--- src/rtl/response_tx_queue.sv ---
// ---------------------------------------------------------------------------
// response_tx_queue
//
// Downstream stage of the response handler. Response bytes (type byte, then
// data byte) are written into a small circular FIFO. A three-state sequencer
// passes them one at a time to the UART transmitter over a start/busy/done
// handshake. The handler can therefore emit back-to-back bytes while the UART
// is still shifting out an earlier frame.
//
// Parameters
//   DATA_WIDTH  width of one response byte
//   DEPTH       FIFO entries (power of two, >= 2)
//   CNT_W       width of level; derived from DEPTH, do not override
//
// Ports
//   clock           in   system clock, all logic on the rising edge
//   reset_n         in   asynchronous assert, synchronous release, active low
//   response_ready  in   write strobe, one byte pushed per cycle it is high
//   response        in   byte to queue, sampled while response_ready=1
//   tx_busy         in   UART TX is shifting a frame
//   tx_done         in   one-cycle pulse, UART TX finished its frame
//   tx_start        out  one-cycle pulse, UART TX loads tx_data
//   tx_data         out  byte for UART TX, stable from tx_start until tx_done
//   queue_empty     out  level == 0 (registered)
//   queue_full      out  level == DEPTH (registered)
//   overflow        out  sticky, a byte was dropped because the FIFO was full
//   level           out  bytes currently stored, 0..DEPTH (registered)
//
// Timing
//   A byte written into an empty FIFO at edge E0 (UART idle) reaches the
//   START state after edge E2. After tx_done the sequencer rests two cycles
//   in IDLE before the next tx_start. Both come from two launch qualifiers:
//   the head entry must have been resident for a full cycle, and the
//   sequencer must already have been in IDLE on the previous cycle.
// ---------------------------------------------------------------------------
module response_tx_queue #(
  parameter int DATA_WIDTH = 8,
  parameter int DEPTH      = 4,
  parameter int CNT_W      = $clog2(DEPTH) + 1
) (
  input  logic                  clock,
  input  logic                  reset_n,
  input  logic                  response_ready,
  input  logic [DATA_WIDTH-1:0] response,
  input  logic                  tx_busy,
  input  logic                  tx_done,
  output logic                  tx_start,
  output logic [DATA_WIDTH-1:0] tx_data,
  output logic                  queue_empty,
  output logic                  queue_full,
  output logic                  overflow,
  output logic [CNT_W-1:0]      level
);

  localparam int PTR_W = $clog2(DEPTH);

  localparam logic [CNT_W-1:0] LEVEL_FULL = CNT_W'(DEPTH);

  // Sequencer encoding
  localparam logic [1:0] ST_IDLE  = 2'd0;
  localparam logic [1:0] ST_START = 2'd1;
  localparam logic [1:0] ST_WAIT  = 2'd2;

  logic [1:0]            state;
  logic [1:0]            state_next;

  logic [DATA_WIDTH-1:0] mem [DEPTH];
  logic [PTR_W-1:0]      wr_ptr;
  logic [PTR_W-1:0]      rd_ptr;
  logic [CNT_W-1:0]      level_next;

  // Launch qualifiers, see the header timing note.
  logic                  head_settled;
  logic                  idle_settled;

  logic                  pop;
  logic                  push;
  logic                  drop;

  // -------------------------------------------------------------------------
  // Handshake decode
  // -------------------------------------------------------------------------
  // A pop is exactly the IDLE->START transition. The live queue_empty term
  // keeps the pop safe even if the settle flag were ever stale.
  assign pop  = (state == ST_IDLE) && idle_settled && head_settled &&
                !queue_empty && !tx_busy;

  // A write into a full FIFO still succeeds when the head leaves in the
  // same cycle, so the level stays at DEPTH and nothing is dropped.
  assign push = response_ready && (!queue_full || pop);
  assign drop = response_ready &&  queue_full  && !pop;

  assign tx_start = (state == ST_START);

  // -------------------------------------------------------------------------
  // Next-state logic
  // -------------------------------------------------------------------------
  // NOTE: every signal assigned in an always_comb gets a default on entry, so
  // no path through the case statements can leave it unassigned (no latch).
  always_comb begin
    level_next = level;
    unique case ({push, pop})
      2'b10:   level_next = level + CNT_W'(1);
      2'b01:   level_next = level - CNT_W'(1);
      default: level_next = level;
    endcase
  end

  always_comb begin
    state_next = state;
    unique case (state)
      ST_IDLE:  if (pop)     state_next = ST_START;
      ST_START:              state_next = ST_WAIT;
      // tx_done is acted on only here. A stray pulse in IDLE or START,
      // including the tail of a frame that was in flight across a reset,
      // has no effect.
      ST_WAIT:  if (tx_done) state_next = ST_IDLE;
      default:               state_next = ST_IDLE;
    endcase
  end

  // -------------------------------------------------------------------------
  // Storage array
  // -------------------------------------------------------------------------
  // NOTE: the data array has no reset. Entries are only read after they have
  // been written, and the reset-able pointers and level fully define which
  // entries are valid. Leaving the array out of reset keeps it a plain RAM.
  always_ff @(posedge clock) begin
    if (push) begin
      mem[wr_ptr] <= response;
    end
  end

  // -------------------------------------------------------------------------
  // Pointers, level and status flags
  // -------------------------------------------------------------------------
  // NOTE: sequential state uses non-blocking assignments only, so every
  // register samples the values from before the edge, whatever the order
  // of the statements.
  always_ff @(posedge clock or negedge reset_n) begin
    if (!reset_n) begin
      wr_ptr      <= '0;
      rd_ptr      <= '0;
      level       <= '0;
      queue_empty <= 1'b1;
      queue_full  <= 1'b0;
      overflow    <= 1'b0;
    end else begin
      if (push) begin
        wr_ptr <= wr_ptr + PTR_W'(1);
      end
      if (pop) begin
        rd_ptr <= rd_ptr + PTR_W'(1);
      end
      level       <= level_next;
      queue_empty <= (level_next == '0);
      queue_full  <= (level_next == LEVEL_FULL);
      if (drop) begin
        overflow <= 1'b1;
      end
    end
  end

  // -------------------------------------------------------------------------
  // Sequencer and transmit data register
  // -------------------------------------------------------------------------
  always_ff @(posedge clock or negedge reset_n) begin
    if (!reset_n) begin
      state        <= ST_IDLE;
      tx_data      <= '0;
      head_settled <= 1'b0;
      idle_settled <= 1'b0;
    end else begin
      state        <= state_next;
      // head_settled is queue_empty delayed by one cycle: the head entry has
      // been resident for at least one full cycle.
      head_settled <= !queue_empty;
      idle_settled <= (state == ST_IDLE);
      // tx_data changes only on a pop, which happens only in IDLE. It
      // therefore holds through START and WAIT until the frame completes.
      if (pop) begin
        tx_data <= mem[rd_ptr];
      end
    end
  end

endmodule

--- config.mk ---
export PLATFORM = sky130hd
export DESIGN_NAME = response_tx_queue
export DESIGN_NICKNAME = d
export VERILOG_FILES = /design/src/rtl/response_tx_queue.sv
export SDC_FILE = /design/constraint.sdc
export NUM_CORES = 1
export LEC_CHECK = 0
export CORE_ASPECT_RATIO = 1.2
export CORE_MARGIN = 2
export CORE_UTILIZATION = 54
export CTS_CLUSTER_DIAMETER = 150
export DETAILED_ROUTE_END_ITERATION = 12
export PLACE_DENSITY = 0.87
export RECOVER_POWER = 100
export SLEW_MARGIN = 20
export SYNTH_ARGS = -nofsm -noshare
export SYNTH_HDL_FRONTEND = slang
export SYNTH_SLANG_ARGS = --single-unit
--- constraint.sdc ---
create_clock -name clock -period 3 [get_ports clock]
set_clock_uncertainty 0.05 [all_clocks]
set_input_delay 0.6 -clock clock [delete_from_list [all_inputs] [get_ports clock]]
set_output_delay 0.6 -clock clock [all_outputs]
set_load 0.05 [all_outputs]
Yosys cells after proc, flatten, opt, wreduce, memory -nomap -nowiden
Memories as Yosys holds them, arrays and structs flattened. A register that Yosys moved wholly into a read port is not among the register bits.
Index checks and enable logic that the tools add are counted.
Word-level totals
  word-level logic and storage cells: 43
  memories kept: 1
  output and inout bits: 15
  flip-flop bits (word level): 14
  input bits: 13
  memory bits (writable): 32
Operators by class
  add/sub/neg operators: 4
  multiplexer cells: 6
  eq/ne operators: 7
  reductions and logical operators: 16
Memory list
  mem: words 4, width 8, read ports 1, clocked after memory_dff 1, write ports 1, line 67  | logic [DATA_WIDTH-1:0] mem [DEPTH];
Operators with widths (count)
  logical AND 1 bit: 7
  one-hot mux 2 bit (3 select lines): 1
  one-hot mux 3 bit (2 select lines): 1
  zero test 1 bit: 5
  adder 2 x 1 -> 2 bit (second input constant): 2
  == test 2 x 1 -> 1 bit (second input constant): 2
  == test 2 bit (second input constant): 2
  2-to-1 mux 2 bit: 2
  inequality test 2 bit (second input constant): 2
  adder 3 x 1 -> 3 bit (second input constant): 1
  == test 3 bit (second input constant): 1
  zero test 3 bit: 1
  subtractor 3 x 1 -> 3 bit (second input constant): 1
  zero test 2 bit: 1
  2-to-1 mux 1 bit: 2
  AND reduction 2 bit: 1
  logical OR 1 bit: 1

Logic depth before layout (Yosys ltp)
  depth in word-level cells: 10
  gate-level depth with buffers: 9
  mapped depth without buffers: 9

Worst setup path after synthesis
OpenSTA, ideal clock, no wires.
  path kind: reg2reg
  from: register queue_empty
  to: register level[2]
  path buffers: 0
  period minus slack after synthesis: 2.833 ns
  setup time: 0.127 ns
  data required time: 2.823 ns
  arrival time: 2.656 ns
  setup slack: 0.167 ns
  cell stages (with the launch flop): 10
  path through: dfstp_2 > and4bb_4 > a21boi_1 > nand2b_1 > ha_1 > inv_1 > fa_1 > xor2_1 > o21a_1 > or2_2
On the way
  cells in the longest elaborated chain, start to end: 7
  elaborated cells on any way between the ends: 8
  classes of those cells: eq/ne (2); mux (1); reduce/logical (5)
Ends and longest elaborated chain
  from (decl): line 49  | output logic queue_empty,
  from (signal assigned): line 156  | queue_empty <= (level_next == '0);
  zero test 1 bit *: line 86  | !queue_empty && !tx_busy;
  logical AND 1 bit *: line 85  | assign pop = (state == ST_IDLE) && idle_settled && head_settled &&
  logical AND 1 bit *: line 86
  logical OR 1 bit: line 90  | assign push = response_ready && (!queue_full || pop);
  logical AND 1 bit: line 90
  == test 2 x 1 -> 1 bit or == test 2 bit (tied branches): line 102  | unique case ({push, pop})
  one-hot mux 3 bit (2 select lines) *: line 102
  net level_next[2]: line 70  | logic [CNT_W-1:0] level_next;
  to (signal assigned): line 155  | level <= level_next;
  to (decl): line 52  | output logic [CNT_W-1:0] level
Mark *: on every way through the listed nets, which the timed path passes. The rest lies on a longest branch.
A chain may end at the register's enable or synchronous reset.

Worst setup path after layout
  from: input tx_busy
  to: register level[2]
On the way
  cells in the longest elaborated chain, start to end: 6
  elaborated cells on any way between the ends: 7
  classes of those cells: eq/ne (2); mux (1); reduce/logical (4)
Ends and longest elaborated chain
  from (decl): line 45  | input logic tx_busy,
  zero test 1 bit *: line 86
  logical AND 1 bit *: line 86
  logical OR 1 bit: line 90
  logical AND 1 bit: line 90
  == test 2 x 1 -> 1 bit or == test 2 bit (tied branches): line 102
  one-hot mux 3 bit (2 select lines) *: line 102
  net level_next[2]: line 70
Marks and branches as above.

==> qor.yml <==
floorplanning:
  pin_count: 28
  dieArea_mm2: 0.004637
  die_x_um: 62.50
  core_mm2: 0.003941
  fp.dieH_um: 74.19
  num_rows: 25
  start_util: 0.5625
timing:
  relSlewSlack: 0.2100
  slew_violations: 0
  timing.hold.ws_ns: 0.4082
  final_min_period_over_clock_period: 0.9155
  rsz0062_at_grt: "false"
  worst_pin_slew_ns: 1.185
  fin_setup_tns_ns: 0
  max_freq_mhz: 364.1
  min_period_ns: 2.747
  hold_viol: 0
  setup_viol: 0
cts:
  cts_root_buffer: "clkbuf_8"
  numCtsBuffers: 5
  cts.sinks: 54
  clk_pin_slew_ns: 0.09
  cts_tree: "done"
  ctsHoldBuffers: 0
  clockBufferDepth: 2
  postCtsSetupBuffers: 0
  worst_skew_pair.late_latency_ns: 0.31
  h-tree-depth: 2
  cts_resized: 0
detailed_routing:
  drc: 0
  via_per_inst: 5.420
  routedWlPerCell_um: 17.23
  via_count: 1187
  drtAntennaViolNets: 0
  wirelength_mm: 3.774
  dr.pass1.iters: 4
  drt_iter0_markers: 57
worst_setup_path:
  crit_required_ns: 3.15
  setup.worst_path.end_class: "register"
  arrival_ns: 2.90
  reg2regPathDepth: 9
  crit_fanout: 3
  startpoint_type: "primary input"
  path_class: "primary input to register"
finish:
  final_nets: 183
  fillers: 298
  syn2layout_area_growth_pct: 18.06
  drive_above_1_share: 0.1152
  stdcell_count: 219
  stdcell_area_mm2: 0.002618
  diodes: 0
  final_core_utilization: 0.6641
global_routing:
  grt.met2_usage: 0.3560
  grt_use_met3: 0.04690
  grt_max_degree: 23
  antenna_found_initial: 0
  globalRouteTotalUtil: 0.1804
  grt_pass1_vias: 1269
  grt_most_used_layer: "met2"
  met1_usage: 0.1788
  grt-ovfl-total: 0
  grt_pass1_wl_mm: 6.044
pwr:
  powerDensity_mw_per_mm2: 1039
  ir_drop_mv: 0.4716
  p_leak_nw: 0.9796
place:
  gp_congestion: 0.7525
  numPortBuffers: 27
  place_inst: 211
  placed_cell_area_mm2: 0.002592
  place_hpwl_mm: 2.620
synthesis:
  synth.top_cell.area_share: 0.4334
  synth.distinct_cells: 37
  yosys-top-cells-area: "edfxtp_1 43%, dfrtp_1 24%, mux4_2 8.1%"
  yosysWarnings: 0
  seq_area_frac_synth: 0.6823
  synth.most_common_cell: "edfxtp_1"
  async_reset_ff_frac: 0.4074
  synth_top_flop_cell: "edfxtp_1"
  ys_ff_latch: 54
  synth.net_count: 143
  yosys.area.top_type: "edfxtp_1"
  netlist_instances: 124
  ys_top_cells_by_count: "32 x edfxtp_1, 21 x dfrtp_1, 8 x mux2_4, 8 x mux4_2, 7 x inv_1"
  syn_area_per_cell_um2: 17.88
  netlist_area_mm2: 0.002217
  synth_edf_count: 32
min_path:
  whs_path_depth: 1
  hp-class: "register to register"
status:
  status: "finished, final reports clean"
flow_run:
  cap_violations: 0
## cells in the final DEF (no fill, tap or decap), drive strengths merged
cell type and n:
a21boi 1, a21o 2, a21oi 2, a311o 1, a31oi 1, and2 2, and3b 1, and4bb 1
buf 1, clkbuf 13, clkdlybuf4s50 2, clkinv 3, dfrtp 21, dfstp 1, dlygate4sd3 25, edfxtp 32
fa 1, ha 5, inv 7, mux2 8, mux4 8, nand2 3, nand2b 1, nand3 1
nand3b 1, nand4 1, nor2 2, nor2b 1, nor3 2, nor3b 5, o211ai 1, o21a 1
o21ai 2, o21ba 1, or2 1, xnor2 2, xor2 2
## cells by family after synthesis
logic type | share of synthesized area
xor+xnor | 0.01580
simple gates | 0.06604
flops | 0.6823
mux | 0.1354
fa+ha+maj | 0.03725
compound gates | 0.03781
buf+inv | 0.02539
## flip-flops by register name (all words and copies together), names as in the netlist, 2 cells and up
| signal | cells |
|---|---|
| mem | 32 |
| wr_ptr | 2 |
| rd_ptr | 2 |
| tx_data | 8 |
| state | 2 |
| level | 3 |
## worst max-delay path: stages
cell             delay [ns]
clkdlybuf4s50_1        0.45
and4bb_4               0.19
a21boi_0               0.19
nand2b_1               0.13
ha_1                   0.19
inv_1                  0.07
fa_1                   0.41
xor2_1                 0.19
o21a_1                 0.20
or2_2                  0.29
## routing by layer
metal / up-vias / wire, um
met1: 606 / 1400
met4: 0 / 76
met3: 9 / 131
met2: 24 / 2166
met5: - / 0
li1: 548 / -
## layout make-up
type	instances	area [um2]	share of cell area
Timing Repair Buffer	36	307.8	0.1176
Sequential cell	54	1513	0.5779
Multi-Input combinational cell	60	613.1	0.2342
Clock inverter	3	21.27	0.008126
Tap cell	54	67.56	0.02581
Inverter	7	26.28	0.01004
Clock buffer	5	68.82	0.02629
## final timing paths
check	startpoint	to	slack (ns)
min reg2reg	overflow	overflow	0.41
max	tx_busy	level[2]	0.25
max in group asynchronous	reset_n	overflow	1.19
min in group asynchronous	reset_n	idle_settled	1.00
min	overflow	overflow	0.41
max reg2reg	queue_empty	level[2]	0.40
## report_power, final
| part | internal, W | total (W) | switching (W) |
|---|---|---|---|
| combinational | 0.000460 | 0.00114 | 0.000678 |
| sequential | 0.00102 | 0.00119 | 0.000167 |
| clock | 0.000164 | 0.000389 | 0.000225 |
| total | 0.00165 | 0.00272 | 0.00107 |
## through the flow
| step | power (W) | worst slack, ns |
|---|---|---|
| 4_1_cts | 0.002904 | 0.2766 |
| 2_1_floorplan | 0.002123 | 0.1669 |
| 5_1_grt | 0.002860 | 0.08323 |
| 6_report | 0.002720 | 0.2534 |
| 3_3_place_gp | 0.002444 | 0.03523 |
| 3_5_place_dp | 0.002507 | -0.05878 |
Power figures use the tool's default switching activity.
